## config.mk

```make
export PLATFORM = sky130hd
export DESIGN_NAME = instr_addr_sequencer_flat
export DESIGN_NICKNAME = d
export VERILOG_FILES = /design/src/rtl/instr_addr_sequencer_if.sv /design/src/rtl/instr_addr_sequencer.sv /design/src/flat_wrapper.sv
export SDC_FILE = /design/constraint.sdc
export NUM_CORES = 1
export LEC_CHECK = 0
export CAP_MARGIN = 10
export CORE_MARGIN = 4
export CORE_UTILIZATION = 40
export DETAILED_ROUTE_END_ITERATION = 8
export PLACE_DENSITY = 0.74
export SYNTH_ARGS = -nofsm -noshare
export SYNTH_HDL_FRONTEND = slang
export SYNTH_SLANG_ARGS = --single-unit
```

## constraint.sdc

```tcl
create_clock -name clk -period 3.8 [get_ports clk]
set_clock_uncertainty 0.1 [all_clocks]
set_input_delay 0.76 -clock clk [delete_from_list [all_inputs] [get_ports clk]]
set_output_delay 0.76 -clock clk [all_outputs]
set_load 0.05 [all_outputs]
```

## src/rtl/instr_addr_sequencer_if.sv

```systemverilog
// Fetch-address bus between the instruction address sequencer and the processor.
// master = sequencer side, slave = processor side.
interface instr_addr_sequencer_if #(
    parameter int ADDR_W = 8,
    parameter int CNT_W  = 16
);
    logic              start;
    logic              instr_done;
    logic              branch_taken;
    logic [ADDR_W-1:0] branch_target;
    logic              halt_req;
    logic [ADDR_W-1:0] cur_add;
    logic              addr_valid;
    logic              busy;
    logic              halted;
    logic [CNT_W-1:0]  retired_cnt;
    logic              timeout_err;

    modport master (
        input  start,
        input  instr_done,
        input  branch_taken,
        input  branch_target,
        input  halt_req,
        output cur_add,
        output addr_valid,
        output busy,
        output halted,
        output retired_cnt,
        output timeout_err
    );

    modport slave (
        output start,
        output instr_done,
        output branch_taken,
        output branch_target,
        output halt_req,
        input  cur_add,
        input  addr_valid,
        input  busy,
        input  halted,
        input  retired_cnt,
        input  timeout_err
    );
endinterface

```

## src/rtl/instr_addr_sequencer.sv

```systemverilog
// Fetch-stage PC sequencer: issues one address per instruction, branches, halts.
// Optional WAIT-state watchdog is enabled by defining SEQ_WATCHDOG_EN.
module instr_addr_sequencer #(
    parameter int              ADDR_W     = 8,
    parameter logic [ADDR_W-1:0] START_ADDR = 8'h00,
    parameter logic [ADDR_W-1:0] END_ADDR   = 8'hFF,
    parameter int              CNT_W      = 16,
    parameter int              TIMEOUT    = 32
) (
    input logic clk,
    input logic rst,
    instr_addr_sequencer_if.master bus
);

    typedef enum logic [1:0] {
        IDLE,
        ISSUE,
        WAIT,
        HALT
    } state_e;

    state_e            state_q, state_d;
    logic [ADDR_W-1:0] pc_q, pc_d;
    logic [CNT_W-1:0]  cnt_q, cnt_d;
    logic              valid_q, valid_d;
    logic              busy_q, busy_d;
    logic              halted_q, halted_d;
    logic              retire_end;

`ifdef SEQ_WATCHDOG_EN
    localparam int WD_W = $clog2(TIMEOUT + 1);

    logic [WD_W-1:0] wd_q, wd_d;
    logic            terr_q, terr_d;
    logic            wd_expire;

    assign wd_expire = (wd_q == WD_W'(TIMEOUT - 1));

    // Counts completed WAIT cycles; any other state re-arms it.
    always_comb begin
        wd_d = '0;
        if (state_q == WAIT) begin
            wd_d = wd_q + WD_W'(1);
        end
    end
`endif

    assign retire_end = (pc_q == END_ADDR);

    always_comb begin
        state_d = state_q;
        pc_d    = pc_q;
        cnt_d   = cnt_q;
`ifdef SEQ_WATCHDOG_EN
        terr_d  = terr_q;
`endif
        unique case (state_q)
            IDLE: begin
                if (bus.start) begin
                    state_d = ISSUE;
                    pc_d    = START_ADDR;
                    cnt_d   = '0;
                end
            end
            ISSUE: begin
                state_d = WAIT;
            end
            WAIT: begin
                if (bus.instr_done) begin
                    cnt_d = (&cnt_q) ? cnt_q : cnt_q + CNT_W'(1);
                    pc_d  = bus.branch_taken ? bus.branch_target
                                             : pc_q + ADDR_W'(1);
                    // Halt still takes the updated pc so HALT shows the next address.
                    if (bus.halt_req || retire_end) begin
                        state_d = HALT;
                    end else begin
                        state_d = ISSUE;
                    end
                end
`ifdef SEQ_WATCHDOG_EN
                else if (wd_expire) begin
                    state_d = HALT;
                    terr_d  = 1'b1;
                end
`endif
            end
            HALT: begin
                if (bus.start) begin
                    state_d = ISSUE;
                    pc_d    = START_ADDR;
                    cnt_d   = '0;
`ifdef SEQ_WATCHDOG_EN
                    terr_d  = 1'b0;
`endif
                end
            end
            default: begin
                state_d = IDLE;
            end
        endcase
    end

    // Status flags are registered from the next state so they align with state_q.
    always_comb begin
        valid_d  = (state_d == ISSUE);
        busy_d   = (state_d == ISSUE) || (state_d == WAIT);
        halted_d = (state_d == HALT);
    end

    always_ff @(posedge clk) begin
        if (rst) begin
            state_q  <= IDLE;
            pc_q     <= START_ADDR;
            cnt_q    <= '0;
            valid_q  <= 1'b0;
            busy_q   <= 1'b0;
            halted_q <= 1'b0;
        end else begin
            state_q  <= state_d;
            pc_q     <= pc_d;
            cnt_q    <= cnt_d;
            valid_q  <= valid_d;
            busy_q   <= busy_d;
            halted_q <= halted_d;
        end
    end

`ifdef SEQ_WATCHDOG_EN
    always_ff @(posedge clk) begin
        if (rst) begin
            wd_q   <= '0;
            terr_q <= 1'b0;
        end else begin
            wd_q   <= wd_d;
            terr_q <= terr_d;
        end
    end

    assign bus.timeout_err = terr_q;
`else
    assign bus.timeout_err = 1'b0;
`endif

    assign bus.cur_add     = pc_q;
    assign bus.addr_valid  = valid_q;
    assign bus.busy        = busy_q;
    assign bus.halted      = halted_q;
    assign bus.retired_cnt = cnt_q;

endmodule
```

## src/flat_wrapper.sv

```systemverilog
// flat-port wrapper written by rule: the top's interface ports become plain ports
module instr_addr_sequencer_flat 
#(
    parameter int              ADDR_W     = 8,
    parameter logic [ADDR_W-1:0] START_ADDR = 8'h00,
    parameter logic [ADDR_W-1:0] END_ADDR   = 8'hFF,
    parameter int              CNT_W      = 16,
    parameter int              TIMEOUT    = 32
)
  (clk, rst, bus_start, bus_instr_done, bus_branch_taken, bus_branch_target, bus_halt_req, bus_cur_add, bus_addr_valid, bus_busy, bus_halted, bus_retired_cnt, bus_timeout_err);
  instr_addr_sequencer_if #(.ADDR_W(ADDR_W), .CNT_W(CNT_W)) bus_i ();
  input logic clk;
  input logic rst;
  input wire logic [$bits(bus_i.start)-1:0] bus_start;
  input wire logic [$bits(bus_i.instr_done)-1:0] bus_instr_done;
  input wire logic [$bits(bus_i.branch_taken)-1:0] bus_branch_taken;
  input wire logic [$bits(bus_i.branch_target)-1:0] bus_branch_target;
  input wire logic [$bits(bus_i.halt_req)-1:0] bus_halt_req;
  output wire logic [$bits(bus_i.cur_add)-1:0] bus_cur_add;
  output wire logic [$bits(bus_i.addr_valid)-1:0] bus_addr_valid;
  output wire logic [$bits(bus_i.busy)-1:0] bus_busy;
  output wire logic [$bits(bus_i.halted)-1:0] bus_halted;
  output wire logic [$bits(bus_i.retired_cnt)-1:0] bus_retired_cnt;
  output wire logic [$bits(bus_i.timeout_err)-1:0] bus_timeout_err;
  assign bus_i.start = bus_start;
  assign bus_i.instr_done = bus_instr_done;
  assign bus_i.branch_taken = bus_branch_taken;
  assign bus_i.branch_target = bus_branch_target;
  assign bus_i.halt_req = bus_halt_req;
  assign bus_cur_add = bus_i.cur_add;
  assign bus_addr_valid = bus_i.addr_valid;
  assign bus_busy = bus_i.busy;
  assign bus_halted = bus_i.halted;
  assign bus_retired_cnt = bus_i.retired_cnt;
  assign bus_timeout_err = bus_i.timeout_err;
  instr_addr_sequencer #(.ADDR_W(ADDR_W), .START_ADDR(START_ADDR), .END_ADDR(END_ADDR), .CNT_W(CNT_W), .TIMEOUT(TIMEOUT)) u_core (.clk(clk), .rst(rst), .bus(bus_i));
endmodule
```

==> flow_metrics.env, run 1 <==
export IMPL_dpl_cell_area_mm2=0.00222
export IMPL_critPathRequiredTime_ps=3850
export IMPL_synthCells=222
export IMPL_rsz0062_at_grt="false"
export IMPL_maxCapViolations=0
export IMPL_cts_sinks=29
export IMPL_grt_usage_pct=18.4
export IMPL_die_area_mm2=0.00567
export IMPL_tritoncts="done"
export IMPL_die_h_um=75.3
export IMPL_slew_violations=0
export IMPL_total_power_mw=1.17
export IMPL_synth_enable_flop_cells=0
export IMPL_finalSetupTns_ps=0
export IMPL_hp_class="flip-flop to flip-flop"
export IMPL_root_buffer="clkbuf_8"
export IMPL_ant_nets=0
export IMPL_syn_nets=242
export IMPL_yosys_warnings=0
export IMPL_max_freq_mhz=395
export IMPL_peakVddDrop_v=0.000315
export IMPL_postCtsSetupRepairBufs=0
export IMPL_ctsResizeCount=0
export IMPL_drc_errors=0
export IMPL_h_tree_depth=2
export IMPL_antenna_found_initial=0
export IMPL_clk_latency_ps=280
export IMPL_wire_per_inst_um=15.5
export IMPL_syn_area_per_cell_um2=8.16
export IMPL_cp_max_fo=12
export IMPL_regArea_um2=581
export IMPL_n_antenna_cell=0
export IMPL_routed_wl_mm=4.76
export IMPL_synth_cell_area_mm2=0.00181
export IMPL_power_density_mw_per_mm2=507
export IMPL_die_w_um=75.3
export IMPL_grt_pass1_vias=1731
export IMPL_final_cell_mix="40 x clkdlybuf4s50_1, 29 x dfxtp_1, 19 x nand2_1, 14 x inv_1"
export IMPL_vias_per_cell=5.94
export IMPL_initial_core_util_pct=41.6
export IMPL_ys_seq_area_share_pct=32.1
export IMPL_finalCriticalPeriod_ps=2530
export IMPL_port_buffers=40
export IMPL_cp_arrival_ps=2580
export IMPL_period_share_pct=66.6
export IMPL_core_area_mm2=0.00435
export IMPL_routed_via_count=1823
export IMPL_cts_buffer_depth=2
export IMPL_holdBufCountCts=0
export IMPL_leakage_nw=0.792
export IMPL_drive_above_1_share_pct=7.84
export IMPL_drt_iter0_markers=101
export IMPL_hold_viol=0
export IMPL_tightest_slew_ps=619
export IMPL_multi_input_area_mm2=0.00111
export IMPL_crit_path_start_kind="input pin"
export IMPL_ioPinCount=42
export IMPL_yosysUniqueCellTypes=57
export IMPL_dr_pass1_iters=4
export IMPL_final_area_mm2=0.00231
export IMPL_fillerInstances=418
export IMPL_grt_ovfl_total=0
export IMPL_synth_flop_cell="dfxtp_1"
export IMPL_synth_seq_cells=29
export IMPL_crit_type="input pin to flip-flop"
export IMPL_clk_pin_slew_ps=60
export IMPL_rows=24
export IMPL_dp_hpwl_mm=3.38
export IMPL_layout_commonest_cell="clkdlybuf4s50_1"
export IMPL_grt_pass1_wl_mm=8.14
export IMPL_finalNetCount=275
export IMPL_gp_congestion=0.823
export IMPL_worstSetupEndpointType="flip-flop"
export IMPL_area_delta_synth_final_pct=27.4
export IMPL_cts_buffers=5
export IMPL_async_reset_ff_share_pct=0
export IMPL_setup_viol=0
export IMPL_slew_headroom_pct=58.6
export IMPL_grt_max_degree=23
export IMPL_outcome="finished clean"
## routing by layer
layer / GRT usage [%] / vias to the layer above / wire length, um
li1: - / 908 / -
met1: 23.0 / 844 / 2080
met2: 30.7 / 64 / 2320
met3: 5.21 / 7 / 302
met4: 5.44 / 0 / 61
met5: 0 / - / 0
## cell type report
cell class,instances,area share [%]
sequential,29,25.2
clock buffer,7,3.74
multi-input combinational,164,48.3
inverter,14,2.28
timing repair buffer,41,17.7
tap,52,2.82
## power by group
part | switching (mW) | total (mW) | internal, mW
clock network | 0.112 | 0.256 | 0.143
registers | 0.0325 | 0.373 | 0.340
logic | 0.354 | 0.542 | 0.188
total | 0.499 | 1.17 | 0.671
## cells in the mapped netlist (4+ instances only)
| cell type | count | share of area (%) |
|---|---|---|
| dfxtp_1 | 29 | 32 |
| nand2_1 | 19 | 3.9 |
| inv_1 | 14 | 2.9 |
| nor2_1 | 12 | 2.5 |
| o21ai_0 | 12 | 3.3 |
| clkbuf_1 | 10 | 2.1 |
| a21oi_1 | 9 | 2.5 |
| a31oi_1 | 7 | 2.4 |
| and3_1 | 7 | 2.4 |
| ha_1 | 6 | 4.1 |
| nand4_1 | 6 | 2.1 |
| nand3_1 | 5 | 1.4 |
| nor2b_1 | 5 | 1.7 |
| nor3_1 | 5 | 1.4 |
| a2111oi_0 | 4 | 1.9 |
| nor4_1 | 4 | 1.4 |
| or3_1 | 4 | 1.4 |
## worst max-delay path, stage by stage
cell and delay, ps:
clkdlybuf4s50_1 560, nor2b_1 160, or3_1 540, a2111oi_0 470, a211oi_1 90
## logic make-up (layout without fill, tap and decap cells)
kind of cell             count (synthesis)  in the layout  synth area share [%]
AND/OR/NAND/NOR                         84             84                  26.5
AO/OA/AOI/OAI                           70             70                  28.9
flip-flops                              29             29                  32.1
buffers and inverters                   29             62                  6.43
adder cells (fa/ha/maj)                  6              6                  4.15
multiplexers                             3              3                  1.73
other                                    1              1                 0.207
## stage by stage
step                hold slack [ps]  instances  setup slack, ps  utilization, %
floorplan                       457        222             1430               -
global placement                407        300             1080            51.0
detailed placement              423        300             1010            51.0
CTS                             433        307             1300            53.0
global route                    458        307             1080            53.0
finish                          435        307             1270            53.0
## final timing paths
kind,cells after the start,slack (ps),endpoint,startpoint
worst max-delay path,5,1270,u_core.bus.retired_cnt[3],bus_instr_done
worst min-delay path,2,430,u_core.bus.retired_cnt[1],u_core.bus.retired_cnt[1]
worst max register to register,6,1340,u_core.bus.retired_cnt[3],u_core.state_q[0]
worst min register to register,2,430,u_core.bus.retired_cnt[1],u_core.bus.retired_cnt[1]
## flip-flops by register name (all words and copies together), names as in the netlist
name and cells:
u_core.bus.retired_cnt 16, u_core.state_q 2, u_core.bus.halted 1, u_core.bus.cur_add 8
u_core.bus.busy 1, u_core.bus.addr_valid 1
No activity file was read; power rests on OpenSTA's default activity.
==> inputs of run 2 (changes only) <==
--- a/config.mk
+++ b/config.mk
@@ -9,7 +9,7 @@
 export CORE_MARGIN = 4
 export CORE_UTILIZATION = 40
 export DETAILED_ROUTE_END_ITERATION = 8
-export PLACE_DENSITY = 0.74
+export PLACE_DENSITY = 0.77
 export SYNTH_ARGS = -nofsm -noshare
 export SYNTH_HDL_FRONTEND = slang
 export SYNTH_SLANG_ARGS = --single-unit
==> constraint.sdc (replaced) <==
create_clock -name clk -period 2.1 [get_ports clk]
set_clock_uncertainty 0.1 [all_clocks]
set_input_delay 0.42 -clock clk [delete_from_list [all_inputs] [get_ports clk]]
set_output_delay 0.42 -clock clk [all_outputs]
set_load 0.05 [all_outputs]
==> run 2 against run 1 <==
Net effect:
- total power grew 110%
- core utilization grew 6.1 points
- non-clock buffer count grew 28
- register-to-register slack lost 1200 ps
- global-route usage grew 0.88 points
- sequential share of layout area shrank 1.9 points
- setup slack lost 1200 ps
- largest cell class unchanged
==> flow_metrics.env, run 2 (synthesized netlist as in run 1, its figures left out) <==
export IMPL_finalCriticalPeriod_ps=2050
export IMPL_die_h_um=75.3
export IMPL_hp_class="flip-flop to flip-flop"
export IMPL_rows=24
export IMPL_routed_wl_mm=5.35
export IMPL_grt_ovfl_total=0
export IMPL_clk_latency_ps=290
export IMPL_power_density_mw_per_mm2=947
export IMPL_critPathRequiredTime_ps=1580
export IMPL_port_buffers=40
export IMPL_finalNetCount=303
export IMPL_r2r_cells=7
export IMPL_drt_iter0_markers=162
export IMPL_min_to="u_core.bus.retired_cnt[1]"
export IMPL_cts_sinks=29
export IMPL_initial_core_util_pct=41.6
export IMPL_top_layer="met4"
export IMPL_cts_buffer_depth=2
export IMPL_period_share_pct=97.6
export IMPL_wl_met3_um=365
export IMPL_hold_viol=0
export IMPL_crit_type="flip-flop to output pin"
export IMPL_clk_pin_slew_ps=60
export IMPL_area_delta_synth_final_pct=42.2
export IMPL_outcome="finished clean"
export IMPL_path_cells="clkdlybuf4s50_1"
export IMPL_final_cell_mix="40 x buf_4, 28 x clkdlybuf4s50_1, 19 x nand2_1, 18 x dfxtp_1, 14 x inv_1"
export IMPL_reg2reg_slack_ps=100
export IMPL_maxCapViolations=0
export IMPL_setup_viol=0
export IMPL_r2r_end="u_core.bus.cur_add[7]"
export IMPL_holdBufCountCts=0
export IMPL_wl_met1_mm=2.22
export IMPL_drc_errors=0
export IMPL_cts_buffers=5
export IMPL_drive_above_1_share_pct=27.1
export IMPL_cp_arrival_ps=1530
export IMPL_vias_per_cell=5.93
export IMPL_dp_hpwl_mm=3.74
export IMPL_slew_violations=0
export IMPL_worst_slack_ps=50.8
export IMPL_cp_num_buf_inv=1
export IMPL_gp_congestion=0.863
export IMPL_core_area_mm2=0.00435
export IMPL_cp_top_family="buffers and inverters"
export IMPL_root_buffer="clkbuf_8"
export IMPL_tritoncts="done"
export IMPL_pre_cts_ws_ps=-111
export IMPL_h_tree_depth=2
export IMPL_rsz0062_at_grt="true"
export IMPL_max_freq_mhz=488
export IMPL_wire_per_inst_um=15.9
export IMPL_ioPinCount=42
export IMPL_grt_max_degree=23
export IMPL_n_antenna_cell=0
export IMPL_largest_reg_flops=16
export IMPL_slowest_stage="clkdlybuf4s50_1"
export IMPL_die_w_um=75.3
export IMPL_hp_start="u_core.bus.retired_cnt[1]"
export IMPL_timing_rr_start="u_core.state_q[0]"
export IMPL_crit_path_start_kind="flip-flop"
export IMPL_worstSetupEndpointType="output pin"
export IMPL_wl_met2_mm=2.66
export IMPL_finalSetupTns_ps=0
export IMPL_slew_headroom_pct=65.9
export IMPL_leakage_nw=0.980
export IMPL_routed_via_count=1992
export IMPL_layout_commonest_cell="buf_4"
export IMPL_grt_pass1_vias=1876
export IMPL_grt_pass1_wl_mm=8.44
export IMPL_antenna_found_initial=0
export IMPL_cp_max_fo=5
export IMPL_grt_usage_pct=19.2
export IMPL_tightest_slew_ps=510
export IMPL_dr_pass1_iters=4
export IMPL_die_area_mm2=0.00567
export IMPL_ant_nets=0
export IMPL_min_path_cells=2
export IMPL_peakVddDrop_v=0.000548
export IMPL_cpPeakStageDelay_ps=830
==> run 2: area by class of cell <==
class | instances | area, um^2
fill | 390 | 1780
multi-input combinational | 164 | 1180
sequential | 29 | 599
timing repair buffer | 69 | 593
clock buffer | 8 | 80.1
tap | 52 | 65.1
inverter | 14 | 52.6
==> run 2: per-layer routing <==
metal | global-route usage, % | vias up
met3 | 5.21 | 12
met2 | 31.7 | 92
met4 | 9.32 | 0
met1 | 23.1 | 920
met5 | 0 | -
li1 | - | 968
==> run 2: how the worst max path moves through the flow <==
stage / start / to / slack [ps] / depth (start not counted)
floorplan: u_core.bus.retired_cnt[10] / u_core.bus.retired_cnt[7] / 4 / 5
global placement: bus_instr_done / u_core.bus.retired_cnt[10] / -60 / 7
detailed placement: bus_instr_done / u_core.bus.retired_cnt[3] / -110 / 5
CTS: u_core.state_q[0] / u_core.bus.retired_cnt[3] / 40 / 6
global route: u_core.state_q[0] / u_core.bus.cur_add[6] / -30 / 7
finish: u_core.bus.cur_add[6] / bus_cur_add[6] / 50 / 1
==> run 2: per-stage QoR <==
| step | cells | instance area (um^2) | hold WS (ps) | power, mW | utilization (%) |
|---|---|---|---|---|---|
| after floorplan | 222 | 1830 | 457 | 1.41 | - |
| after global placement | 326 | 2400 | 392 | 1.88 | 55.2 |
| after detailed placement | 326 | 2400 | 391 | 1.90 | 55.2 |
| after CTS | 334 | 2490 | 402 | 2.36 | 57.2 |
| after global routing | 336 | 2570 | 423 | 2.60 | 59.1 |
| final | 336 | 2570 | 402 | 2.44 | 59.1 |
==> run 2: what timing repair did <==
action | in CTS | in global routing
resized for setup | 2 | 17
pin swaps | 0 | 3
gates cloned | 0 | 0
setup buffers | 0 | 2
setup endpoints to repair | 1 | 23
==> run 2: power by group <==
part,internal (mW),leakage (nW),switching (mW),total (mW)
Sequential,0.618,0.241,0.0597,0.678
Combinational,0.571,0.700,0.741,1.31
Clock,0.235,0.0395,0.212,0.447
Total,1.42,0.980,1.01,2.44
==> inputs of run 3 (changes only) <==
--- a/config.mk
+++ b/config.mk
@@ -6,10 +6,12 @@
 export NUM_CORES = 1
 export LEC_CHECK = 0
 export CAP_MARGIN = 10
+export CELL_PAD_IN_SITES_DETAIL_PLACEMENT = 1
+export CELL_PAD_IN_SITES_GLOBAL_PLACEMENT = 2
 export CORE_MARGIN = 4
-export CORE_UTILIZATION = 40
+export CORE_UTILIZATION = 26
 export DETAILED_ROUTE_END_ITERATION = 8
-export PLACE_DENSITY = 0.77
+export PLACE_DENSITY = 0.84
 export SYNTH_ARGS = -nofsm -noshare
 export SYNTH_HDL_FRONTEND = slang
 export SYNTH_SLANG_ARGS = --single-unit
==> run 3 against run 2 <==
Net effect:
- sequential power down 1%
- critical path depth unchanged
- combinational power about the same
- global-route usage decreased by 4.5 points
- core utilization down 20 points
- highest routed layer unchanged
- maximum frequency is 0.13% higher
- design area is 2.2% higher
- largest power group unchanged
- non-clock buffer count is 3 higher
- total power increased by 3.5%
- largest cell class unchanged
- critical path type unchanged
- first-iteration DRC count shrank 55%
==> flow_metrics.env, run 3 (synthesized netlist as in run 1, its figures left out) <==
export IMPL_outcome="finished clean"
export IMPL_die_h_um=91.4
export IMPL_finalSetupTns_ps=0
export IMPL_grt_usage_pct=14.7
export IMPL_crit_type="flip-flop to output pin"
export IMPL_power_density_mw_per_mm2=958
export IMPL_max_freq_mhz=489
export IMPL_cp_max_fo=5
export IMPL_initial_core_util_pct=26.6
export IMPL_cp_num_buf_inv=1
export IMPL_tritoncts="done"
export IMPL_slew_headroom_pct=66.4
export IMPL_setup_viol=0
export IMPL_grt_pass1_vias=2012
export IMPL_hp_class="flip-flop to flip-flop"
export IMPL_h_tree_depth=2
export IMPL_worstSetupEndpointType="output pin"
export IMPL_slew_violations=0
export IMPL_antenna_found_initial=0
export IMPL_tightest_slew_ps=503
export IMPL_gp_congestion=0.787
export IMPL_n_antenna_cell=0
export IMPL_grt_ovfl_total=0
export IMPL_wire_per_inst_um=15.7
export IMPL_finalNetCount=306
export IMPL_rsz0062_at_grt="false"
export IMPL_vias_per_cell=5.19
export IMPL_cpPeakStageDelay_ps=830
export IMPL_core_area_mm2=0.00679
export IMPL_maxCapViolations=0
export IMPL_clk_pin_slew_ps=60
export IMPL_die_w_um=91.4
export IMPL_slowest_stage="clkdlybuf4s50_1"
export IMPL_routed_wl_mm=6.01
export IMPL_grt_pass1_wl_mm=10.1
export IMPL_area_delta_synth_final_pct=45.3
export IMPL_final_cell_mix="47 x buf_4, 24 x clkdlybuf4s50_1, 19 x nand2_1, 18 x dfxtp_1, 14 x inv_1"
export IMPL_routed_via_count=1987
export IMPL_worst_slack_ps=53.5
export IMPL_drt_iter0_markers=73
export IMPL_pre_cts_ws_ps=-178
export IMPL_ant_nets=0
export IMPL_peakVddDrop_v=0.000449
export IMPL_crit_path_start_kind="flip-flop"
export IMPL_root_buffer="clkbuf_8"
export IMPL_cts_buffers=5
export IMPL_drive_above_1_share_pct=29.3
export IMPL_cts_sinks=29
export IMPL_layout_commonest_cell="buf_4"
export IMPL_grt_max_degree=21
export IMPL_hold_viol=0
export IMPL_path_cells="clkdlybuf4s50_1"
export IMPL_cp_top_family="buffers and inverters"
export IMPL_port_buffers=40
export IMPL_critPathRequiredTime_ps=1580
export IMPL_finalCriticalPeriod_ps=2050
export IMPL_cp_arrival_ps=1530
export IMPL_fillerInstances=809
export IMPL_period_share_pct=97.5
export IMPL_dp_hpwl_mm=4.39
export IMPL_rows=30
export IMPL_leakage_nw=1.00
export IMPL_cts_buffer_depth=2
export IMPL_ioPinCount=42
export IMPL_clk_latency_ps=290
export IMPL_die_area_mm2=0.00836
export IMPL_largest_reg_flops=16
export IMPL_dr_pass1_iters=4
export IMPL_drc_errors=0
## run 3: cell count changes in the layout (fill, tap and decap cells not counted), moves of 2 or more
cell             change
buf_4                +7
clkdlybuf4s50_1      -4
clkbuf_1             -3
a2111oi_1            +2
a2111oi_4            -2
clkbuf_8             +2
## run 3: power by group
part           internal [mW]  leakage [nW]  total [mW]  switching [mW]
registers              0.618         0.241       0.671          0.0534
clock network          0.296        0.0542       0.529           0.233
logic                  0.573         0.706        1.32           0.748
## run 3: area by class of cell
class,count,area [um^2],area share [%]
multi-input combinational,164,1140,43.5
clock inverter,1,5.00,0.190
clock buffer,7,96.3,3.66
timing repair buffer,72,613,23.3
inverter,14,52.6,2.00
sequential,29,599,22.8
tap,96,120,4.56
## run 3: what timing repair did
action / CTS / global route
resized for setup: 3 / 7
buffers inserted: 0 / 2
endpoints found under the setup margin: 12 / 9
hold buffers: 0 / 0
pin swaps: 0 / 1
## run 3: path summary, 6_finish.rpt
kind	from	endpoint	slack [ps]	cells past startpoint
worst min-delay path	u_core.bus.retired_cnt[1]	u_core.bus.retired_cnt[1]	410	2
worst max register to register	u_core.bus.retired_cnt[0]	u_core.bus.retired_cnt[4]	60	5
worst min register to register	u_core.bus.retired_cnt[1]	u_core.bus.retired_cnt[1]	410	2
worst max-delay path	u_core.bus.cur_add[5]	bus_cur_add[5]	50	1
## run 3: stage by stage
stage | hold slack, ps | cells | total power [mW] | utilization [%] | instance area, um^2
global route | 443 | 383 | 2.69 | 38.7 | 2630
finish | 411 | 383 | 2.52 | 38.7 | 2630
global placement | 393 | 373 | 1.92 | 36.5 | 2480
floorplan | 457 | 222 | 1.41 | - | 1830
CTS | 414 | 381 | 2.51 | 38.3 | 2600
detailed placement | 403 | 373 | 1.95 | 36.5 | 2480
## run 3: layer usage
metal	global-route usage, %	up-vias	routed length [um]
li1	-	979	-
met4	4.65	0	70
met2	24.1	35	2910
met1	18.8	967	2820
met5	0	-	0
met3	3.65	6	220
